--- src/rtl/viterbi_pkg.sv ---
// Shared definitions for the Viterbi decoder datapath: frame sequencer states and
// default trellis constants used by the ACS, SPMU and frame controller.
package viterbi_pkg;

  localparam int unsigned TbDepthDef = 8;
  localparam int unsigned TailLenDef = 2;
  localparam int unsigned PmW        = 8;

  typedef enum logic [2:0] {
    StIdle,
    StClr,
    StAcq,
    StFlush,
    StDone
  } vit_state_e;

endpackage

--- src/rtl/vit_tag_shift.sv ---
// Enable-gated 1-bit shift register tracking which trellis steps carry info bits.
// The MSB is the tag of the step whose SPMU decision is emerging now.
module vit_tag_shift #(
  parameter int unsigned Depth = 8
) (
  input  logic i_clk,
  input  logic i_rst_n,
  input  logic i_clr,
  input  logic i_en,
  input  logic i_din,
  output logic o_msb
);

  logic [Depth-1:0] sr_q;

  always_ff @(posedge i_clk or negedge i_rst_n) begin
    if (!i_rst_n) begin
      sr_q <= '0;
    end else if (i_clr) begin
      sr_q <= '0;
    end else if (i_en) begin
      sr_q <= {sr_q[Depth-2:0], i_din};
    end
  end

  assign o_msb = sr_q[Depth-1];

endmodule

--- src/rtl/viterbi_frame_ctrl.sv ---
// Frame sequencer: accepts one frame of coded symbols, clears path metrics, injects
// zero-tail/flush steps and emits exactly frame-length decoded bits before done.
module viterbi_frame_ctrl
  import viterbi_pkg::*;
#(
  parameter int unsigned LEN_W    = 8,
  parameter int unsigned TB_DEPTH = TbDepthDef,
  parameter int unsigned TAIL_LEN = TailLenDef
) (
  input  logic             i_clk,
  input  logic             i_rst_n,
  input  logic             i_start,
  input  logic [LEN_W-1:0] i_frame_len,
  input  logic             i_sym_valid,
  output logic             o_sym_ready,
  output logic             o_pm_clr,
  output logic             o_dp_valid,
  output logic             o_dp_flush,
  input  logic             i_dec_bit,
  output logic             o_bit_valid,
  output logic             o_bit,
  output logic             o_busy,
  output logic             o_done,
  output logic             o_err
);

  localparam int unsigned FlSteps = TAIL_LEN + TB_DEPTH;
  localparam int unsigned FlW     = $clog2(FlSteps + 1);

  vit_state_e       state_q, state_d;
  logic [LEN_W-1:0] len_q, len_d;
  logic [LEN_W-1:0] in_cnt_q, in_cnt_d;
  logic [LEN_W-1:0] out_cnt_q, out_cnt_d;
  logic [FlW-1:0]   fl_cnt_q, fl_cnt_d;
  logic             err_q, err_d;
  logic             tag_msb;
  logic             handshake;

  assign o_busy      = (state_q != StIdle);
  assign o_pm_clr    = (state_q == StClr);
  assign o_sym_ready = (state_q == StAcq);
  assign o_dp_flush  = (state_q == StFlush);
  assign o_done      = (state_q == StDone);
  assign o_dp_valid  = (o_sym_ready & i_sym_valid) | o_dp_flush;
  assign o_err       = err_q;
  assign handshake   = o_sym_ready & i_sym_valid;

  assign o_bit_valid = o_dp_valid & tag_msb;
  // Gated so the output reads 0 outside valid decoded bits, including during reset.
  assign o_bit       = i_dec_bit & o_bit_valid;

  always_comb begin
    state_d   = state_q;
    len_d     = len_q;
    in_cnt_d  = in_cnt_q;
    out_cnt_d = out_cnt_q;
    fl_cnt_d  = fl_cnt_q;
    err_d     = 1'b0;

    unique case (state_q)
      StIdle: begin
        if (i_start) begin
          if (i_frame_len != '0) begin
            len_d   = i_frame_len;
            state_d = StClr;
          end else begin
            err_d = 1'b1;
          end
        end
      end
      StClr: begin
        in_cnt_d  = '0;
        out_cnt_d = '0;
        fl_cnt_d  = '0;
        state_d   = StAcq;
      end
      StAcq: begin
        if (handshake) begin
          in_cnt_d = in_cnt_q + LEN_W'(1);
          if (in_cnt_q == len_q - LEN_W'(1)) begin
            fl_cnt_d = '0;
            state_d  = StFlush;
          end
        end
      end
      StFlush: begin
        fl_cnt_d = fl_cnt_q + FlW'(1);
        if (fl_cnt_q == FlW'(FlSteps - 1)) begin
          state_d = StDone;
        end
      end
      StDone: begin
        state_d = StIdle;
      end
      default: begin
        state_d = StIdle;
      end
    endcase

    // A start request during a frame is rejected without disturbing it.
    if (o_busy && i_start) begin
      err_d = 1'b1;
    end
    if (o_bit_valid) begin
      out_cnt_d = out_cnt_q + LEN_W'(1);
    end
  end

  always_ff @(posedge i_clk or negedge i_rst_n) begin
    if (!i_rst_n) begin
      state_q   <= StIdle;
      len_q     <= '0;
      in_cnt_q  <= '0;
      out_cnt_q <= '0;
      fl_cnt_q  <= '0;
      err_q     <= 1'b0;
    end else begin
      state_q   <= state_d;
      len_q     <= len_d;
      in_cnt_q  <= in_cnt_d;
      out_cnt_q <= out_cnt_d;
      fl_cnt_q  <= fl_cnt_d;
      err_q     <= err_d;
    end
  end

  // Info steps are tagged 1; tail/flush steps shift in 0.
  vit_tag_shift #(
    .Depth (TB_DEPTH)
  ) u_tag_shift (
    .i_clk   (i_clk),
    .i_rst_n (i_rst_n),
    .i_clr   (o_pm_clr),
    .i_en    (o_dp_valid),
    .i_din   (o_sym_ready),
    .o_msb   (tag_msb)
  );

`ifndef SYNTHESIS
  a_out_cnt_at_done : assert property (@(posedge i_clk) disable iff (!i_rst_n)
    (state_q == StDone) |-> (out_cnt_q == len_q));
`endif

endmodule
--- config.mk ---
export PLATFORM = sky130hd
export DESIGN_NAME = viterbi_frame_ctrl
export DESIGN_NICKNAME = d
export VERILOG_FILES = /design/src/rtl/viterbi_pkg.sv /design/src/rtl/vit_tag_shift.sv /design/src/rtl/viterbi_frame_ctrl.sv
export SDC_FILE = /design/constraint.sdc
export NUM_CORES = 1
export LEC_CHECK = 0
export CORE_UTILIZATION = 54
export CTS_CLUSTER_DIAMETER = 50
export CTS_CLUSTER_SIZE = 30
export DETAILED_ROUTE_END_ITERATION = 12
export PLACE_DENSITY = 0.78
export SKIP_CTS_REPAIR_TIMING = 1
export SLEW_MARGIN = 25
export SYNTH_ARGS = -nofsm -noshare
export SYNTH_HDL_FRONTEND = slang
export SYNTH_SLANG_ARGS = --single-unit
--- constraint.sdc ---
create_clock -name i_clk -period 2.7 [get_ports i_clk]
set_clock_uncertainty 0.05 [all_clocks]
set_input_delay 0.405 -clock i_clk [delete_from_list [all_inputs] [get_ports i_clk]]
set_output_delay 0.405 -clock i_clk [all_outputs]
set_load 0.005 [all_outputs]
# [Yosys cells after proc, flatten, opt, wreduce, memory -nomap -nowiden]
# Cells that the tools add are included.
# W data, S select, Z words.
[word_totals] ff_bits=32 word_cells=52
[op_classes] n_addsub=3 reduce_logical=11 bitwise_logic=4 eq_ne=11 mux=17
[ops] cell="$mux W8" n=3
[ops] cell="$pmux W8 S2" n=1
[ops] cell="$mux W3" n=5
[ops] cell="$pmux W3 S4" n=1
[ops] cell="$pmux W4 S3" n=1
[ops] cell="$add A8 B1 Y8 const B" n=1
[ops] cell="$eq A8 B8 Y1" n=1
[ops] cell="$mux W4" n=2
[ops] cell="$reduce_bool A8 Y1" n=1
[ops] cell="$sub A8 B1 Y8 const B" n=1
[ops] cell="$eq A3 B2 Y1 const B" n=2
[ops] cell="$ne A2 B1 Y1 const B" n=3
[ops] cell="$reduce_and A3 Y1" n=2
[ops] cell="$reduce_bool A3 Y1" n=2
[ops] cell="$reduce_and A5 Y1" n=1
[ops] cell="$add A4 B1 Y4 const B" n=1
[ops] cell="$eq A4 B4 Y1 const B" n=1
[ops] cell="$mux W1" n=4
[ops] cell="$ne A2 B2 Y1 const B" n=2
[ops] cell="$reduce_bool A2 Y1" n=2
[ops] cell="$and A1 B1 Y1" n=3
[ops] cell="$eq A3 B1 Y1 const B" n=1
[ops] cell="$eq A3 B3 Y1 const B" n=1
[ops] cell="$logic_not A3 Y1" n=1
[ops] cell="other kinds (3)" n=3

# [Longest topological paths before layout]
# Gate-level depths: netlist (run 1).
[logic_depth] word_depth=5 depth_mapped=7

# [Hierarchy]
# From an unflattened synthesis (run 1), not the netlist that was laid out.
[unflattened] hier_cells=168 area_unflattened_um2=1707.9
[by_module_without_submodules] mod="viterbi_frame_ctrl" area_each_um2=1382.6 n_inst=1 cells_each=142
[by_module_without_submodules] mod="vit_tag_shift" area_each_um2=325.3 n_inst=1 cells_each=26

# [Worst setup path before layout (run 1)]
# No wires, ideal clock.
[synth_timing] path_type="register to register" start="reg len_q[0]" end="reg fl_cnt_q[1]" arrival_time_ns=1.694 setup_ns=0.120 n_path_buf=0 stages_incl_launch_ff=7 slack_ns=0.836 cell_sequence="dfrtp_1 inv_1 ha_1 a22o_1 a2111oi_2 nand4_2 a31o_1"
[synth_via] elab_chain_cells=4
[synth_lines] item="start, declared" line_no="viterbi_frame_ctrl.sv:31" rtl="logic [LEN_W-1:0] len_q, len_d;"
[synth_lines] item="start signal, assigned" line_no="viterbi_frame_ctrl.sv:119" rtl="len_q <= len_d;"
[synth_lines] item="$sub A8 B1 Y8" line_no="viterbi_frame_ctrl.sv:80" rtl="if (in_cnt_q == len_q - LEN_W'(1)) begin"
[synth_lines] item="$eq A8 B8 Y1" line_no="viterbi_frame_ctrl.sv:80"
[synth_lines] item="$ne A2 B1 Y1 (no line)"
[synth_lines] item="$reduce_and A3 Y1 (no line)"
[synth_lines] item="end signal, assigned" line_no="viterbi_frame_ctrl.sv:122" rtl="fl_cnt_q <= fl_cnt_d;"
[synth_lines] item="end, declared" line_no="viterbi_frame_ctrl.sv:34" rtl="logic [FlW-1:0] fl_cnt_q, fl_cnt_d;"
# Every way passes these cells.
# A chain may end at the register's enable or synchronous reset.

# [Worst setup path after layout (run 1)]
[layout_timing] start="reg state_q[2]" end="out o_bit"
[layout_via] elab_chain_cells=5 elab_cells_between_ends=6 classes_between="2 x eq/ne; 4 x bitwise"
[layout_lines] item="start, declared" line_no="viterbi_frame_ctrl.sv:30" rtl="vit_state_e state_q, state_d;"
[layout_lines] item="start signal, assigned" line_no="viterbi_frame_ctrl.sv:111" rtl="state_q <= StIdle;"
[layout_lines] item="start signal, assigned" line_no="viterbi_frame_ctrl.sv:118" rtl="state_q <= state_d;"
[layout_lines] item="$eq A3 B2 Y1" line_no="viterbi_frame_ctrl.sv:41" rtl="assign o_sym_ready = (state_q == StAcq);"
[layout_lines] item="$and A1 B1 Y1" line_no="viterbi_frame_ctrl.sv:44" rtl="assign o_dp_valid = (o_sym_ready & i_sym_valid) | o_dp_flush;"
[layout_lines] item="$or A1 B1 Y1 *" line_no="viterbi_frame_ctrl.sv:44"
[layout_lines] item="$and A1 B1 Y1 *" line_no="viterbi_frame_ctrl.sv:48" rtl="assign o_bit_valid = o_dp_valid & tag_msb;"
[layout_lines] item="$and A1 B1 Y1 *" line_no="viterbi_frame_ctrl.sv:50" rtl="assign o_bit = i_dec_bit & o_bit_valid;"
[layout_lines] item="end, declared" line_no="viterbi_frame_ctrl.sv:21" rtl="output logic o_bit,"
# Mark *: on every way between the ends. The rest lies on a longest branch, timed or not.

==> flow_metrics.env, run 1 <==
export IMPL_r2r_slack_ns=0.56
export IMPL_routed_wl_mm=3.38
export IMPL_grt_use_total_pct=23.4
export IMPL_synth_ff_type="dfrtp_1"
export IMPL_worstSetupPathType="reg2out"
export IMPL_worst_r2r_path_depth=6
export IMPL_fillers=229
export IMPL_start_util_pct=59.4
export IMPL_period_needed_ns=2.47
export IMPL_fin_ws_ns=0.233
export IMPL_top_layer_used="met4"
export IMPL_ios=22
export IMPL_finalWeightedCongestion=0.828
export IMPL_maxCapViolations=0
export IMPL_syn_area_sq_mm=0.00169
export IMPL_fmaxAchievable_mhz=405
export IMPL_irDropWorstVdd_v=0.000531
export IMPL_post_drt_wl_per_cell_um=14.9
export IMPL_numCtsBuffers=5
export IMPL_cts_root_buf="clkbuf_4"
export IMPL_ant_nets=0
export IMPL_ys_seq_area_share_pct=47.3
export IMPL_p_leak_nw=0.898
export IMPL_cts_max_path_buffers=2
export IMPL_yosysTopAreaCell="dfrtp_1"
export IMPL_grt_pass1_vias=1307
export IMPL_cp_start_kind="flip-flop"
export IMPL_synth_cell_types=34
export IMPL_grt_max_degree=33
export IMPL_relSlewSlack_pct=60.6
export IMPL_crit_start="state_q[2]"
export IMPL_portBuffers=21
export IMPL_antenna_found_initial=0
export IMPL_grt_setup_unrepaired="no"
export IMPL_drive_gt1_share_pct=11.8
export IMPL_drt_first_pass_iters=8
export IMPL_crit_path_max_fanout=8
export IMPL_ys_top_cells_by_count="dfrtp_1, nor2_1, nand2_1"
export IMPL_htree_levels=2
export IMPL_async_flop_share_pct=100
export IMPL_endpoint_kind="output port"
export IMPL_die_y_um=58.0
export IMPL_wl_met2_mm=1.71
export IMPL_fin_crit_sh_pct=91.4
export IMPL_fin_tns_setup_ns=0
export IMPL_wl_met1_mm=1.47
export IMPL_power_mw=2.13
export IMPL_hold_violations=0
export IMPL_syn_avg_cell_area_sq_um=10.1
export IMPL_synth_cells=167
export IMPL_post_synth_top_count_cell="dfrtp_1"
export IMPL_slew_viol_final=0
export IMPL_grt_pass1_wl_mm=5.82
export IMPL_yosys_warnings=0
export IMPL_wl_met3_um=140
export IMPL_avgViaCountPerCell=5.79
export IMPL_drc=1
export IMPL_syn2layout_area_growth_pct=18.2
export IMPL_drt_iter0_drc=37
export IMPL_synth_area_leaders="dfrtp_1, mux2_2, xor2_1, mux2i_1, nor2_1"
export IMPL_ys_ff_latch=32
export IMPL_path_clk_slew_ns=0.10
export IMPL_hold_path_class="in2async"
export IMPL_clk_latency_ns=0.34
export IMPL_syn_num_nets=184
export IMPL_cts_sink_count=32
export IMPL_timing_rr_end="fl_cnt_q[2]"
export IMPL_status="complete, but fails checks"
export IMPL_power_density_mw_per_mm2=1070
export IMPL_required_ns=2.25
export IMPL_fin_util_pct=70.2
export IMPL_place_hpwl_mm=2.43
export IMPL_final_net_count=212
export IMPL_worst_pin_slew_ns=0.586
export IMPL_timing_hold_ws_ns=0.401
export IMPL_core_area_sq_mm=0.00285
export IMPL_setup_violations=0
export IMPL_overflow=0
export IMPL_synth_edff_count=0
export IMPL_r2r_start="len_q[0]"
export IMPL_cp_arrival_ns=2.01
export IMPL_core_rowCount=19
export IMPL_num_vias=1308
export IMPL_violations="DRC"
export IMPL_critPathCapture="o_bit"
export IMPL_die_area_sq_mm=0.00337
export IMPL_synth_top_area_share_pct=47.3
export IMPL_die_x_um=58.0
export IMPL_dp_slack_ns=0.369
export IMPL_antenna_cells=0
export IMPL_cts_tree="built"
-- per-layer routing --
metal  vias up  GRT usage [%]
met2        28           38.1
li1        645              -
met1       630           29.4
met4         0           12.9
met5         -              0
met3         5           4.69
-- cells in the final DEF (no fill, tap or decap), types with 2 or more instances in the layout --
cell / instances
mux2_2: 8
o211ai_1: 2
clkbuf_4: 5
nor4_1: 3
mux2i_1: 7
nor3_1: 5
and3_1: 3
nor2_1: 18
inv_1: 8
nand4_1: 6
clkdlybuf4s50_1: 21
o21ai_0: 7
nand3_1: 3
xnor2_1: 6
ha_1: 4
xor2_1: 9
a31oi_1: 2
buf_4: 4
a21oi_1: 5
a31o_1: 4
nand2b_1: 3
nand2_1: 15
nand3b_1: 2
dfrtp_1: 32
-- worst min path at each step --
| stage | startpoint | endpoint | depth (start not counted) |
|---|---|---|---|
| after detailed placement | u_tag_shift.sr_q[6] | u_tag_shift.sr_q[7] | 2 |
| after global placement | u_tag_shift.sr_q[6] | u_tag_shift.sr_q[7] | 2 |
| after CTS | i_rst_n | len_q[4] | 2 |
| after global routing | i_rst_n | len_q[2] | 2 |
| final | i_rst_n | len_q[2] | 2 |
| after floorplan | i_rst_n | fl_cnt_q[0] | 0 |
-- state kept, by name, indices dropped and copies added, names as in the netlist --
register / cells
fl_cnt_q: 4
in_cnt_q: 8
len_q: 8
o_err: 1
state_q: 3
u_tag_shift.sr_q: 8
-- where the power goes --
| part | internal, mW | switching (mW) |
|---|---|---|
| combinational | 0.505 | 0.456 |
| sequential | 0.675 | 0.239 |
| clock | 0.0958 | 0.164 |
| total | 1.28 | 0.858 |
-- metrics by stage --
| step | std cells | instance area, sq um |
|---|---|---|
| floorplan | 167 | 1690 |
| global placement | 219 | 1960 |
| detailed placement | 219 | 1960 |
| CTS | 226 | 2000 |
| global route | 226 | 2000 |
| finish | 226 | 2000 |
-- cell type report --
class                   instances  area, sq um  area share, %
clock inverters                 1         5.00          0.250
multi-input cells             123          846           42.2
inverters                       8         30.0           1.50
flip-flops and latches         32          801           40.0
well taps                      31         38.8           1.94
repair buffers                 25          240           12.0
clock buffers                   6         41.3           2.06
-- worst max-delay path: stages (launching register included) --
cell and delay, ns:
dfrtp_1 0.48, inv_1 0.24, nand2_1 0.12, nor2_2 0.18, and3_1 0.16, clkdlybuf4s50_1 0.49
-- kinds of logic after synthesis --
kind of cell             synth area share [%]
multiplexers                             9.45
buffers and inverters                    2.81
AND/OR/NAND/NOR                          18.5
adder cells (fa/ha/maj)                  2.95
AO/OA/AOI/OAI                            11.3
flip-flops                               47.3
XOR/XNOR                                 7.76
(Power assumes the default switching activity.)
==> run 2, diff against run 1 <==
--- a/config.mk
+++ b/config.mk
@@ -5,11 +5,12 @@
 export SDC_FILE = /design/constraint.sdc
 export NUM_CORES = 1
 export LEC_CHECK = 0
-export CORE_UTILIZATION = 54
-export CTS_CLUSTER_DIAMETER = 50
+export ABC_AREA = 1
+export CORE_UTILIZATION = 55
+export CTS_CLUSTER_DIAMETER = 150
 export CTS_CLUSTER_SIZE = 30
 export DETAILED_ROUTE_END_ITERATION = 12
-export PLACE_DENSITY = 0.78
+export PLACE_DENSITY = 0.79
 export SKIP_CTS_REPAIR_TIMING = 1
 export SLEW_MARGIN = 25
 export SYNTH_ARGS = -nofsm -noshare
==> flow_metrics.env, run 2 <==
export IMPL_status="complete, no violations"
export IMPL_worstSetupPathType="reg2out"
export IMPL_crit_start="state_q[2]"
export IMPL_synth_edff_count=0
export IMPL_portBuffers=21
export IMPL_synth_ff_type="dfrtp_1"
export IMPL_die_area_sq_mm=0.00342
export IMPL_timing_hold_ws_ns=0.406
export IMPL_r2r_slack_ns=0.75
export IMPL_cts_tree="built"
export IMPL_drc=0
export IMPL_seq_area_sq_um=802
export IMPL_fillers=274
export IMPL_antenna_cells=0
export IMPL_irDropWorstVdd_v=0.000537
export IMPL_place_hpwl_mm=2.53
export IMPL_dp_slack_ns=0.350
export IMPL_fin_ws_ns=0.152
export IMPL_cts_max_path_buffers=2
export IMPL_syn_num_nets=247
export IMPL_grt_pass1_vias=1370
export IMPL_final_common_cell="nand2_1"
export IMPL_place_inst=295
export IMPL_reg_top3="in_cnt_q x8, len_q x8, u_tag_shift.sr_q x8"
export IMPL_path_clk_slew_ns=0.11
export IMPL_worst_pin_slew_ns=0.480
export IMPL_synth_top_area_share_pct=45.6
export IMPL_syn_avg_cell_area_sq_um=7.64
export IMPL_relSlewSlack_pct=67.9
export IMPL_post_drt_wl_per_cell_um=11.1
export IMPL_die_x_um=58.5
export IMPL_cts_sink_count=32
export IMPL_setup_violations=0
export IMPL_synth_cell_types=25
export IMPL_fin_crit_sh_pct=94.4
export IMPL_overflow=0
export IMPL_antenna_found_initial=0
export IMPL_maxCapViolations=0
export IMPL_p_leak_nw=1.02
export IMPL_synth_cells=230
export IMPL_drt_iter0_drc=65
export IMPL_worst_r2r_path_depth=12
export IMPL_core_area_sq_mm=0.00305
export IMPL_ant_nets=0
export IMPL_finalWeightedCongestion=0.868
export IMPL_fmaxAchievable_mhz=392
export IMPL_timing_rr_end="fl_cnt_q[3]"
export IMPL_design_area_sq_mm=0.00210
export IMPL_grt_setup_unrepaired="no"
export IMPL_ys_top_cells_by_count="nand2_1, dfrtp_1, inv_1"
export IMPL_clk_latency_ns=0.34
export IMPL_drt_first_pass_iters=4
export IMPL_numCtsBuffers=5
export IMPL_synth_area_leaders="dfrtp_1, nand2_1, inv_1, nand3_1, nor2_1"
export IMPL_num_vias=1529
export IMPL_cp_start_kind="flip-flop"
export IMPL_core_rowCount=20
export IMPL_grt_use_total_pct=22.5
export IMPL_hold_path_class="in2async"
export IMPL_power_mw=2.00
export IMPL_cts_root_buf="clkbuf_4"
export IMPL_cp_arrival_ns=2.09
export IMPL_r2r_start="len_q[0]"
export IMPL_crit_path_max_fanout=10
export IMPL_hold_violations=0
export IMPL_drive_gt1_share_pct=10.4
export IMPL_ios=22
export IMPL_syn_area_sq_mm=0.00176
export IMPL_ys_seq_area_share_pct=45.6
export IMPL_power_density_mw_per_mm2=953
export IMPL_grt_pass1_wl_mm=5.66
export IMPL_layout_common_cells="nand2_1, inv_1, dfrtp_1"
export IMPL_async_flop_share_pct=100
export IMPL_avgViaCountPerCell=5.05
export IMPL_yosys_warnings=0
export IMPL_required_ns=2.25
export IMPL_start_util_pct=57.5
export IMPL_period_needed_ns=2.55
export IMPL_slew_viol_final=0
export IMPL_grt_max_degree=33
export IMPL_syn2layout_area_growth_pct=19.7
export IMPL_routed_wl_mm=3.38
export IMPL_htree_levels=2
export IMPL_endpoint_kind="output port"
export IMPL_die_y_um=58.5
export IMPL_post_synth_top_count_cell="nand2_1"
export IMPL_fin_tns_setup_ns=0
export IMPL_stdcell_count=303
export IMPL_placed_cell_area_sq_mm=0.00203
export IMPL_yosysTopAreaCell="dfrtp_1"
export IMPL_final_net_count=275
export IMPL_multi_input_area_sq_um=830
export IMPL_ys_ff_latch=32
export IMPL_fin_util_pct=68.9
==> run 2: how the worst max path moves through the flow <==
stage,endpoint,depth (start not counted)
2_1_floorplan,o_bit,7
3_3_place_gp,o_bit,6
3_5_place_dp,o_bit,6
4_1_cts,o_bit,8
5_1_grt,o_bit,8
6_report,o_bit,8
==> run 2: logic make-up after synthesis <==
group | count (synthesis) | share of synthesized area (%)
xor+xnor | 5 | 2.49
compound gates | 29 | 9.04
flops | 32 | 45.6
buf+inv | 35 | 7.48
simple gates | 125 | 32.5
fa+ha+maj | 4 | 2.85
==> run 2: per-layer routing <==
layer | GRT usage (%) | share of wire (%)
met1 | 27.7 | 45
met2 | 37.1 | 48
met3 | 6.81 | 5.1
met4 | 8.84 | 1.5
met5 | 0 | 0
==> run 2: critical path, stage by stage, from the launching register on <==
cell             delay [ns]
dfrtp_2                0.45
inv_1                  0.10
nand2_2                0.09
nor2_4                 0.13
nand2_2                0.09
inv_1                  0.12
nor2_4                 0.07
nor3b_1                0.18
clkdlybuf4s50_1        0.53
==> run 2: layout make-up <==
type	instances	area share [%]
multi-input cells	163	39.5
well taps	44	2.62
clock buffers	6	2.44
repair buffers	23	10.7
clock inverters	2	0.714
flip-flops and latches	32	38.2
inverters	33	5.89
==> run 2: power breakdown <==
group / leakage [nW] / internal (mW) / switching, mW
combinational: 0.584 / 0.374 / 0.541
clock: 0.0305 / 0.126 / 0.171
sequential: 0.410 / 0.642 / 0.150
total: 1.02 / 1.14 / 0.862
==> run 3, diff against run 2 <==
--- a/config.mk
+++ b/config.mk
@@ -11,6 +11,7 @@
 export CTS_CLUSTER_SIZE = 30
 export DETAILED_ROUTE_END_ITERATION = 12
 export PLACE_DENSITY = 0.79
+export REMOVE_ABC_BUFFERS = 1
 export SKIP_CTS_REPAIR_TIMING = 1
 export SLEW_MARGIN = 25
 export SYNTH_ARGS = -nofsm -noshare
==> flow_metrics.env, run 3 (synthesized netlist as in run 2, its figures left out) <==
export IMPL_relSlewSlack_pct=66.2
export IMPL_htree_levels=2
export IMPL_portBuffers=21
export IMPL_grt_pass1_vias=1289
export IMPL_numCtsBuffers=5
export IMPL_place_inst=295
export IMPL_drt_iter0_drc=67
export IMPL_maxCapViolations=0
export IMPL_path_clk_slew_ns=0.10
export IMPL_endpoint_kind="output port"
export IMPL_cp_arrival_ns=2.09
export IMPL_hold_path_class="in2async"
export IMPL_grt_setup_unrepaired="no"
export IMPL_fin_tns_setup_ns=0
export IMPL_core_rowCount=20
export IMPL_required_ns=2.25
export IMPL_grt_pass1_wl_mm=5.58
export IMPL_stdcell_count=303
export IMPL_period_needed_ns=2.54
export IMPL_cts_max_path_buffers=2
export IMPL_fmaxAchievable_mhz=394
export IMPL_core_area_sq_mm=0.00305
export IMPL_cts_tree="built"
export IMPL_layout_common_cells="nand2_1, inv_1, dfrtp_1"
export IMPL_crit_path_max_fanout=10
export IMPL_placed_cell_area_sq_mm=0.00203
export IMPL_die_x_um=58.5
export IMPL_slew_viol_final=0
export IMPL_antenna_cells=0
export IMPL_grt_max_degree=33
export IMPL_p_comb_share_pct=46.2
export IMPL_die_area_sq_mm=0.00342
export IMPL_reg_top3="in_cnt_q x8, len_q x8, u_tag_shift.sr_q x8"
export IMPL_cp_start_kind="flip-flop"
export IMPL_overflow=0
export IMPL_avgViaCountPerCell=4.93
export IMPL_swShare_pct=42.7
export IMPL_clk_latency_ns=0.33
export IMPL_antenna_found_initial=0
export IMPL_p_leak_nw=1.03
export IMPL_power_density_mw_per_mm2=948
export IMPL_final_net_count=275
export IMPL_routed_wl_mm=3.38
export IMPL_design_area_sq_mm=0.00210
export IMPL_die_y_um=58.5
export IMPL_hold_violations=0
export IMPL_setup_violations=0
export IMPL_start_util_pct=57.5
export IMPL_place_hpwl_mm=2.57
export IMPL_grt_use_total_pct=22.4
export IMPL_irDropWorstVdd_v=0.000626
export IMPL_dp_slack_ns=0.295
export IMPL_fin_crit_sh_pct=94.1
export IMPL_drt_first_pass_iters=4
export IMPL_clock_power_share_pct=14.1
export IMPL_drive_gt1_share_pct=10.8
export IMPL_crit_start="state_q[2]"
export IMPL_num_vias=1494
export IMPL_power_mw=1.99
export IMPL_post_drt_wl_per_cell_um=11.2
export IMPL_p_int_mw=1.14
export IMPL_power_frac_seq_pct=39.7
export IMPL_ant_nets=0
export IMPL_status="complete, no violations"
export IMPL_r2r_start="state_q[0]"
export IMPL_syn2layout_area_growth_pct=19.7
export IMPL_fin_ws_ns=0.159
export IMPL_ios=22
export IMPL_cts_sink_count=32
export IMPL_finalWeightedCongestion=0.848
export IMPL_worstSetupPathType="reg2out"
export IMPL_drc=0
export IMPL_worst_r2r_path_depth=9
export IMPL_final_common_cell="nand2_1"
export IMPL_worst_pin_slew_ns=0.506
export IMPL_cts_root_buf="clkbuf_4"
export IMPL_p_sw_mw=0.852
export IMPL_r2r_slack_ns=0.77
export IMPL_timing_rr_end="in_cnt_q[6]"
[run 3: changes by cell type in the layout (fill, tap and decap cells not counted), sizes merged]
cell and delta:
clkinv +2, clkinvlp -2
[run 3: power by group through the flow]
stage	clock, mW	sequential, mW	combinational, mW
after global placement	0	0.795	0.898
after CTS	0.292	0.788	0.921
after detailed placement	0	0.796	0.918
after global routing	0.317	0.812	1.05
after floorplan	0	0.762	0.644
final	0.281	0.791	0.920
[run 3: per-stage QoR]
step / hold slack (ns) / utilization [%]
finish: 0.404 / 68.9
global route: 0.446 / 68.9
CTS: 0.412 / 68.5
detailed placement: 0.448 / 66.5
global placement: 0.438 / 66.5
floorplan: 0.0594 / -
[run 3: critical path, cell delays in order (launching register included)]
cell and delay [ns]:
dfrtp_2 0.45, inv_1 0.10, nand2_2 0.09, nor2_4 0.14, nand2_2 0.10, inv_1 0.12, nor2_4 0.08, nor3b_2 0.15
clkdlybuf4s50_1 0.52
[run 3: worst max path at each step]
| stage | to | cells past startpoint |
|---|---|---|
| 3_5_place_dp | o_bit | 6 |
| 5_1_grt | o_dp_valid | 8 |
| 3_3_place_gp | o_bit | 6 |
| 4_1_cts | o_bit | 8 |
| 2_1_floorplan | o_bit | 7 |
| 6_report | o_bit | 8 |
[run 3: area by class of cell]
class / count / area, sq um
Clock buffer: 6 / 51.3
Fill cell: 280 / 951
Sequential cell: 32 / 802
Tap cell: 44 / 55.1
Multi-Input combinational cell: 163 / 835
Timing Repair Buffer: 23 / 225
Clock inverter: 2 / 10.0
Inverter: 33 / 124
[run 3: metal layers]
metal / global-route usage, % / share of wire [%]
met4: 11.2 / 1.9
met5: 0 / 0
met2: 34.8 / 48
met1: 29.6 / 47
met3: 5.05 / 2.8
